--- src/rtl/sync_fifo.sv ---
// Single-clock FIFO with a show-ahead head; pop on empty is ignored and push
// on full is dropped unless a pop frees the slot in the same cycle.
module sync_fifo #(
  parameter int WIDTH = 8,
  parameter int DEPTH = 8
) (
  input  logic             clk,
  input  logic             reset,
  input  logic             push,
  input  logic             pop,
  input  logic [WIDTH-1:0] din,
  output logic [WIDTH-1:0] head,
  output logic             full,
  output logic             empty
);
  localparam int AW = $clog2(DEPTH);
  localparam logic [AW:0] FULL_COUNT = (AW+1)'(DEPTH);

  logic [WIDTH-1:0] mem [DEPTH];
  logic [AW-1:0]    rd_ptr, wr_ptr;
  logic [AW:0]      count;
  logic             do_push, do_pop;

  assign empty   = (count == '0);
  assign full    = (count == FULL_COUNT);
  assign do_pop  = pop && !empty;
  assign do_push = push && (!full || do_pop);
  assign head    = mem[rd_ptr];

  // NOTE: storage is deliberately left out of reset; only pointers and count need a known state.
  always_ff @(posedge clk) begin
    if (do_push) mem[wr_ptr] <= din;
  end

  // NOTE: sequential state uses non-blocking assignments so every reader sees pre-edge values.
  always_ff @(posedge clk) begin
    if (reset) begin
      rd_ptr <= '0;
      wr_ptr <= '0;
      count  <= '0;
    end else begin
      if (do_push) wr_ptr <= wr_ptr + AW'(1);
      if (do_pop)  rd_ptr <= rd_ptr + AW'(1);
      case ({do_push, do_pop})
        2'b10:   count <= count + (AW+1)'(1);
        2'b01:   count <= count - (AW+1)'(1);
        default: count <= count;
      endcase
    end
  end

endmodule

--- config.mk ---
export PLATFORM = sky130hd
export DESIGN_NAME = sync_fifo
export DESIGN_NICKNAME = d
export VERILOG_FILES = /design/src/rtl/sync_fifo.sv
export SDC_FILE = /design/constraint.sdc
export NUM_CORES = 1
export LEC_CHECK = 0
export CAP_MARGIN = 15
export CORE_ASPECT_RATIO = 1.75
export CORE_MARGIN = 2
export CORE_UTILIZATION = 44
export CTS_BUF_LIST = sky130_fd_sc_hd__clkbuf_16
export CTS_CLUSTER_DIAMETER = 50
export DETAILED_ROUTE_END_ITERATION = 10
export PLACE_DENSITY = 0.73
export SYNTH_ARGS = -nofsm -noshare
export SYNTH_HDL_FRONTEND = slang
export SYNTH_SLANG_ARGS = --single-unit
--- constraint.sdc ---
create_clock -name clk -period 4.2 [get_ports clk]
set_input_delay 0.42 -clock clk [delete_from_list [all_inputs] [get_ports clk]]
set_output_delay 0.42 -clock clk [all_outputs]
set_load 0.1 [all_outputs]
==> flow_summary.yaml, run 1 <==
power:
  switchingPower_uw: 902
  p_leak_nw: 1.32
  p_clk_frac: 0.334
  comb_power_share: 0.320
  netSwitchingFraction: 0.330
  internal_power_mw: 1.83
  power_density_nw_per_um2: 710
  vdd_drop_max_v: 0.000520
  p_seq_frac: 0.346
critical_path:
  start_kind: "register"
  cp_max_fo: 14
  cp.required_ns: 3.78
  crit_arrival_ns: 2.80
  worst-r2r-setup-slack_ns: 1.62
  path_class: "register to output pin"
  end_kind: "output pin"
sta:
  hold_viol_final: 0
  rsz0062_at_grt: "false"
  fmax_mhz: 310
  slew_headroom: 0.351
  skew_ns: 0.00277
  min_period_ns: 3.22
  setup_ws_ns: 0.977
  worst_pin_slew_ns: 0.970
  drv_slew: 0
  fin_crit_sh: 0.767
  setup_tns_ns: 0
  setup_viol_count_final: 0
flow_run:
  drv_cap: 0
cts:
  h-tree-depth: 3
  post_cts_buffers: 0
  cts.sinks: 77
  path_clk_slew_ns: 0.05
  worstSkewPairLatency_ns: 0.33
  clockBufferDepth: 2
  cts_made_buffers: 9
  cts_tree: "done"
  hold_buffers: 0
  post_cts_resized: 0
  clockRootBuffer: "clkbuf_16"
detailed_routing:
  dr.pass1.iters: 4
  drt_iter0_drc: 45
  vias: 1570
  drt_wl_total_um: 5230
  ant_nets: 0
  route.detailed.drc: 0
  vias_per_cell: 5.34
  wl_per_cell_um: 17.8
grt:
  grt_max_degree: 17
  grt.overflow.total: 0
  grt_pass1_vias: 1631
  grt_usage: 0.154
  antenna_found_initial: 0
  grt_pass1_wl_um: 8380
placement:
  dp_slack_ns: 1.30
  dp_hpwl_um: 3460
  gp_congestion: 0.715
  place_area_um2: 3480
  portBuffers: 21
final_layout:
  drive_gt1_frac: 0.154
  area_growth_pct: 20.0
  stdcell_area_um2: 3850
  antenna_cells: 0
  fin_nets: 220
logic_synthesis:
  yosys_warnings: 0
  async_flop_share: 0
  yosysSeqAreaShare: 0.681
  syn_area_per_cell_um2: 18.1
  syn_area_um2: 3200
  synth_flop_cell: "edfxtp_1"
  netlist-cell-type-count: 37
  postSynthCellCount: 177
  synth_fp_nets: 194
  ys_ff_latch: 77
  synth_enable_flop_cells: 64
die:
  initial_core_util: 0.449
  die_area_um2: 8010
  ios: 22
  rows: 41
  die_h_um: 117
  die_w_um: 68.5
  fp.coreArea_um2: 7130
worst_hold_path:
  hp-class: "register to register"
run_status:
  outcome: "finished, final reports clean"
-- cell usage in the layout, fill, tap and decap left out, types with 4 or more instances in the layout --
| master | n |
|---|---|
| ha_1 | 4 |
| nand2b_1 | 4 |
| mux4_1 | 15 |
| clkbuf_16 | 9 |
| mux2_2 | 8 |
| clkdlybuf4s50_1 | 21 |
| bufinv_16 | 4 |
| edfxtp_1 | 64 |
| nor2_1 | 17 |
| dfxtp_1 | 13 |
-- worst max-delay path, cell delays in order (launching register included) --
cell and delay [ns]:
dfxtp_1 0.37, buf_4 0.27, mux4_1 0.57, mux2_2 0.28, clkdlybuf4s50_1 0.97
-- through the flow --
step | hold WS (ns) | power [mW] | cells | util
5_1_grt | 0.547 | 2.85 | 294 | 0.539
6_report | 0.492 | 2.73 | 294 | 0.539
4_1_cts | 0.492 | 2.76 | 294 | 0.539
2_1_floorplan | 0.462 | 1.70 | 177 | -
3_5_place_dp | 0.485 | 1.84 | 278 | 0.489
3_3_place_gp | 0.480 | 1.83 | 278 | 0.489
-- cell families after synthesis --
logic type / count (synthesis) / share of synthesized area
compound gates: 14 / 0.0355
fa+ha+maj: 5 / 0.0219
buf+inv: 12 / 0.0226
simple gates: 36 / 0.0551
mux: 27 / 0.168
flops: 77 / 0.681
xor+xnor: 6 / 0.0164
-- worst paths after layout --
path,from,end,cells past startpoint
setup reg to reg,count[1],count[3],9
hold / removal,wr_ptr[0],wr_ptr[0],2
hold reg to reg,wr_ptr[0],wr_ptr[0],2
setup / recovery,register,head[1],4
-- area by class of cell --
cell class / count / area [um^2]
clock buffer: 9 / 225
clock inverter: 7 / 138
fill: 540 / 3280
inverter: 3 / 11.3
multi-input combinational: 88 / 950
sequential: 77 / 2180
tap: 86 / 108
timing repair buffer: 24 / 233
-- layer usage --
layer | routed length, um | track usage | part of all wire | up-vias
met5 | 0 | 0 | 0 | -
met4 | 110 | 0.0920 | 0.021 | 0
met3 | 157 | 0.0382 | 0.030 | 6
met2 | 2870 | 0.254 | 0.55 | 25
met1 | 2100 | 0.175 | 0.40 | 784
li1 | - | - | - | 755
-- registers in the layout, summed over array words and instances, names as in the netlist, named ones only --
signal / count
count: 4
wr_ptr: 3
rd_ptr: 3
mem: 64
-- power by group through the flow --
stage | Combinational [mW] | Sequential, mW | Clock (mW)
after floorplan | 0.771 | 0.927 | 0
after global placement | 0.873 | 0.959 | 0
after detailed placement | 0.883 | 0.961 | 0
after CTS | 0.887 | 0.946 | 0.930
after global routing | 0.932 | 0.957 | 0.960
final | 0.875 | 0.945 | 0.912
-- synth_stat cells (2+ instances only) --
cell	n	area (um^2)
inv_1	3	11.3
xor2_1	3	26.3
dfxtp_1	13	260
or2_2	2	12.5
nand3_1	2	10.0
xnor2_1	3	26.3
nand2b_1	4	25.0
mux2i_1	3	30.0
nand2_1	3	11.3
clkbuf_1	3	11.3
o21ai_2	2	17.5
nor2_1	17	63.8
ha_1	4	50.1
mux2_2	8	90.1
a21oi_1	3	15.0
o211ai_1	3	22.5
nor3_1	3	15.0
edfxtp_1	64	1920
buf_2	2	10.0
mux4_1	15	394
(Power assumes the default switching activity.)
==> inputs of run 2 (changes only) <==
==> constraint.sdc (replaced) <==
create_clock -name clk -period 3.1 [get_ports clk]
set_input_delay 0.31 -clock clk [delete_from_list [all_inputs] [get_ports clk]]
set_output_delay 0.31 -clock clk [all_outputs]
set_load 0.1 [all_outputs]
==> run 2 against run 1 <==
  * Combinational power grew 36%
  * Hold slack gained 0.011 ns
  * Sequential cell count is the same
  * Critical endpoint is now count[3]
  * Clock-buffer cell count is the same
  * Non-clock buffer count grew 9
  * Die area is the same
==> flow_summary.yaml, run 2 (synthesized netlist as in run 1, its figures left out) <==
die:
  rows: 41
  fp.coreArea_um2: 7130
  die_w_um: 68.5
  ios: 22
  die_area_um2: 8010
  die_h_um: 117
  initial_core_util: 0.449
detailed_routing:
  ant_nets: 0
  dr.pass1.iters: 4
  drt_iter0_drc: 44
  route.detailed.drc: 0
  drt_wl_total_um: 5130
  wl_per_cell_um: 17.0
  vias_per_cell: 5.24
  vias: 1582
final_layout:
  largest_register: "mem"
  reg_top3: "mem x64, count x4"
  area_growth_pct: 18.0
  final_core_util: 0.530
  largest_reg_flops: 64
  fin_nets: 229
  final_common_cell: "edfxtp_1"
  fin_cells: 302
  drive_gt1_frac: 0.231
  fillers: 583
  final_cell_mix: "edfxtp_1 (64), buf_4 (22), nor2_1 (17)"
  antenna_cells: 0
sta:
  hold_viol_final: 0
  skew_ns: 0.00350
  fin_crit_sh: 0.797
  min_period_ns: 2.47
  setup_viol_count_final: 0
  slew_headroom: 0.560
  worst_pin_slew_ns: 0.660
  fmax_mhz: 405
  rsz0062_at_grt: "false"
  setup_tns_ns: 0
  setup_ws_ns: 0.628
  whs_ns: 0.503
  drv_slew: 0
placement:
  dp_slack_ns: 0.570
  dp_cells: 287
  gp_congestion: 0.699
  dp_hpwl_um: 3560
  portBuffers: 21
power:
  netSwitchingFraction: 0.364
  p_clk_frac: 0.265
  internal_power_mw: 2.13
  p_seq_frac: 0.380
  switchingPower_mw: 1.22
  power_density_nw_per_um2: 886
  p_leak_nw: 1.33
  comb_power_share: 0.355
  vdd_drop_max_v: 0.000808
flow_run:
  drv_cap: 0
critical_path:
  path_class: "register to register"
  end_kind: "register"
  worstSetupStartpoint: "count[1]"
  crit_arrival_ns: 2.72
  start_kind: "register"
  rr_startpoint: "count[1]"
  cp_max_fo: 7
  cp.required_ns: 3.34
cts:
  hold_buffers: 0
  worstSkewPairLatency_ns: 0.33
  clockBufferDepth: 2
  cts_tree: "done"
  post_cts_resized: 0
  path_clk_slew_ns: 0.05
  post_cts_buffers: 0
  cts_made_buffers: 9
  cts.sinks: 77
  clockRootBuffer: "clkbuf_16"
  h-tree-depth: 3
worst_hold_path:
  hold_path.startpoint: "wr_ptr[0]"
  hp-class: "register to register"
grt:
  grt_usage: 0.149
  grt.overflow.total: 0
  grt_pass1_vias: 1624
  grt_max_degree: 17
  grt_pass1_wl_um: 8070
  antenna_found_initial: 0
run_status:
  outcome: "finished, final reports clean"
-- run 2: path summary, 6_finish.rpt --
| path | to | slack (ns) | cells after the start |
|---|---|---|---|
| worst max-delay path | count[3] | 0.63 | 9 |
| worst min-delay path | wr_ptr[0] | 0.50 | 2 |
| worst max register to register | count[3] | 0.63 | 9 |
| worst min register to register | wr_ptr[0] | 0.50 | 2 |
-- run 2: layout make-up --
cell class / instances / area, um^2 / share of cell area
Clock buffer: 9 / 225 / 0.0595
Clock inverter: 6 / 31.3 / 0.00827
Inverter: 3 / 11.3 / 0.00298
Multi-Input combinational cell: 88 / 950 / 0.251
Sequential cell: 77 / 2180 / 0.577
Tap cell: 86 / 108 / 0.0284
Timing Repair Buffer: 33 / 275 / 0.0728
-- run 2: power by group through the flow --
stage | combinational (mW) | sequential, mW | clock (mW)
floorplan | 1.04 | 1.26 | 0
global placement | 1.19 | 1.29 | 0
detailed placement | 1.20 | 1.30 | 0
CTS | 1.21 | 1.28 | 0.908
global route | 1.25 | 1.29 | 0.957
finish | 1.19 | 1.27 | 0.887
-- run 2: layer usage --
metal	wire length (um)	vias to the layer above	global-route usage
met1	1950	783	0.155
met2	2960	24	0.258
met3	145	4	0.0402
met4	79	0	0.0880
li1	-	771	-
met5	0	-	0
-- run 2: critical path, stage by stage, from the launching register on --
cell      delay, ns
dfxtp_1        0.36
or3_1          0.50
o21ai_2        0.23
or2_2          0.16
inv_1          0.05
ha_1           0.31
a21oi_1        0.27
nor4bb_1       0.26
o21bai_1       0.11
a31oi_1        0.13
-- run 2: per-stage QoR --
step                      power [mW]  cell area [um^2]
after floorplan                 2.30              3200
after global placement          2.49              3530
after detailed placement        2.50              3530
after CTS                       3.39              3780
after global routing            3.50              3780
final                           3.35              3780
==> inputs of run 3 (changes only) <==
--- a/config.mk
+++ b/config.mk
@@ -12,7 +12,7 @@
 export CTS_BUF_LIST = sky130_fd_sc_hd__clkbuf_16
 export CTS_CLUSTER_DIAMETER = 50
 export DETAILED_ROUTE_END_ITERATION = 10
-export PLACE_DENSITY = 0.73
+export PLACE_DENSITY = 0.76
 export SYNTH_ARGS = -nofsm -noshare
 export SYNTH_HDL_FRONTEND = slang
 export SYNTH_SLANG_ARGS = --single-unit
==> constraint.sdc (replaced) <==
create_clock -name clk -period 2.03 [get_ports clk]
set_input_delay 0.203 -clock clk [delete_from_list [all_inputs] [get_ports clk]]
set_output_delay 0.203 -clock clk [all_outputs]
set_load 0.1 [all_outputs]
==> run 3 against run 2 <==
  * The run now ends with negative setup slack left
  * Combinational power is 120% higher
  * Critical path depth unchanged
  * Routed wire length rose by 18%
  * Die area unchanged
  * Cell count is 4.0% higher
  * Hold slack improved by 0.012 ns
  * Maximum frequency up 20%
  * Largest power group is now combinational logic
==> flow_summary.yaml, run 3 (synthesized netlist as in run 1, its figures left out) <==
critical_path:
  end_kind: "register"
  cp_max_fo: 4
  cp_top_family: "simple AND/OR/NAND/NOR gates"
  crit_arrival_ns: 2.31
  path_class: "register to register"
  start_kind: "register"
  slowest_delay_ns: 0.41
  path_cells: "or3_4, o21ai_4, or2_4, inv_1, ha_2, nand3_2, nor4bb_1, o21bai_1, a31oi_1"
  worst-path-buf-inv: 1
  worst_path_max_delay_cell: "or3_4"
  cp.required_ns: 2.27
sta:
  skew_ns: 0.00354
  slew_headroom: 0.368
  min_period_ns: 2.07
  setup_viol_count_final: 5
  setup_ws_ns: -0.0376
  fin_crit_sh: 1.02
  whs_ns: 0.515
  drv_slew: 0
  fmax_mhz: 484
  worst_pin_slew_ns: 0.944
  rsz0062_at_grt: "true"
  hold_viol_final: 0
detailed_routing:
  vias_per_cell: 5.41
  drt_iter0_drc: 114
  route.detailed.drc: 0
  vias: 1698
  ant_nets: 0
  drt_wl_total_um: 6080
  dr.pass1.iters: 4
  wl_per_cell_um: 19.4
cts:
  cts.sinks: 77
  h-tree-depth: 3
  hold_buffers: 0
  cts_tree: "done"
  worstSkewPairLatency_ns: 0.33
  cts_made_buffers: 9
  clockRootBuffer: "clkbuf_16"
  path_clk_slew_ns: 0.05
  post_cts_buffers: 0
  clockBufferDepth: 2
die:
  fp.coreArea_um2: 7130
  die_w_um: 68.5
  die_area_um2: 8010
  die_h_um: 117
  rows: 41
  initial_core_util: 0.449
  ios: 22
final_layout:
  largest_register: "mem"
  fin_nets: 240
  multi_input_area_um2: 981
  reg_top3: "mem x64, count x4"
  final_common_cell: "edfxtp_1"
  stdcell_area_um2: 4110
  area_growth_pct: 28.3
  drive_gt1_frac: 0.377
  fillers: 529
  antenna_cells: 0
  regArea_um2: 2190
  largest_reg_flops: 64
  final_cell_mix: "edfxtp_1 (64), buf_4 (21), mux4_2 (16), nor2_1 (16)"
placement:
  place_area_um2: 3780
  portBuffers: 21
  gp_congestion: 0.736
  dp_hpwl_um: 4060
power:
  internal_power_mw: 4.11
  vdd_drop_max_v: 0.00149
  switchingPower_mw: 2.09
  p_clk_frac: 0.260
  p_leak_nw: 1.44
  comb_power_share: 0.431
  p_seq_frac: 0.309
  netSwitchingFraction: 0.337
  power_density_nw_per_um2: 1510
grt:
  grt_pass1_vias: 1786
  grt_max_degree: 17
  grt_usage: 0.173
  grt_pass1_wl_um: 9300
  grt.overflow.total: 0
  antenna_found_initial: 0
run_status:
  violations: "negative setup slack"
  outcome: "finished, violations left"
flow_run:
  drv_cap: 0
worst_hold_path:
  hp-class: "register to register"
-- run 3: cell types whose count changed in the layout (fill, tap and decap cells not counted), moves of 3 or more --
cell and change:
mux4_2 +15, mux2_4 +8, dfxtp_1 -3, mux2_2 -8
buf_12 +11, mux4_1 -15
-- run 3: area by class of cell --
class / count / share of cell area
repair buffers: 44 / 0.125
inverters: 3 / 0.00274
multi-input cells: 88 / 0.239
well taps: 86 / 0.0262
clock inverters: 7 / 0.0198
clock buffers: 9 / 0.0548
flip-flops and latches: 77 / 0.532
-- run 3: layer usage --
layer | vias to the layer above | wire length (um) | GRT usage | part of all wire
li1 | 782 | - | - | -
met1 | 856 | 2200 | 0.186 | 0.36
met2 | 51 | 3470 | 0.307 | 0.57
met3 | 9 | 294 | 0.0459 | 0.048
met4 | 0 | 106 | 0.0800 | 0.017
met5 | - | 0 | 0 | 0
-- run 3: final timing paths --
kind / from / end / slack, ns / depth (start not counted)
worst max-delay path: count[0] / count[3] / -0.04 / 9
worst max register to register: count[0] / count[3] / -0.04 / 9
worst min-delay path: wr_ptr[0] / wr_ptr[0] / 0.51 / 2
worst min register to register: wr_ptr[0] / wr_ptr[0] / 0.51 / 2
-- run 3: tightest hold or removal path: stages (launching register included) --
cell	delay [ns]
dfxtp_1	0.34
nand2_1	0.07
a21oi_1	0.06
-- run 3: power by group through the flow --
stage / logic, mW / registers [mW] / clock network [mW]
5_1_grt: 2.81 / 1.93 / 1.70
6_report: 2.67 / 1.91 / 1.61
4_1_cts: 2.70 / 1.91 / 1.65
3_3_place_gp: 2.46 / 1.91 / 0
2_1_floorplan: 1.69 / 1.93 / 0
3_5_place_dp: 2.51 / 1.92 / 0
-- run 3: through the flow --
stage	util	setup WS, ns	setup TNS, ns	instances	power [mW]
after global routing	0.576	-0.134	-0.588	314	6.43
after global placement	0.531	-0.102	-1.03	297	4.37
after floorplan	-	-0.0790	-0.0790	177	3.62
after detailed placement	0.531	-0.192	-3.00	297	4.43
after CTS	0.576	-0.0418	-0.265	314	6.26
final	0.576	-0.0376	-0.0765	314	6.19
-- run 3: repair_timing --
| action | in CTS | in global routing |
|---|---|---|
| resized for setup | 29 | 0 |
| cloned | 1 | 0 |
| endpoints found under the setup margin | 9 | 9 |
| pin swaps | 1 | 0 |
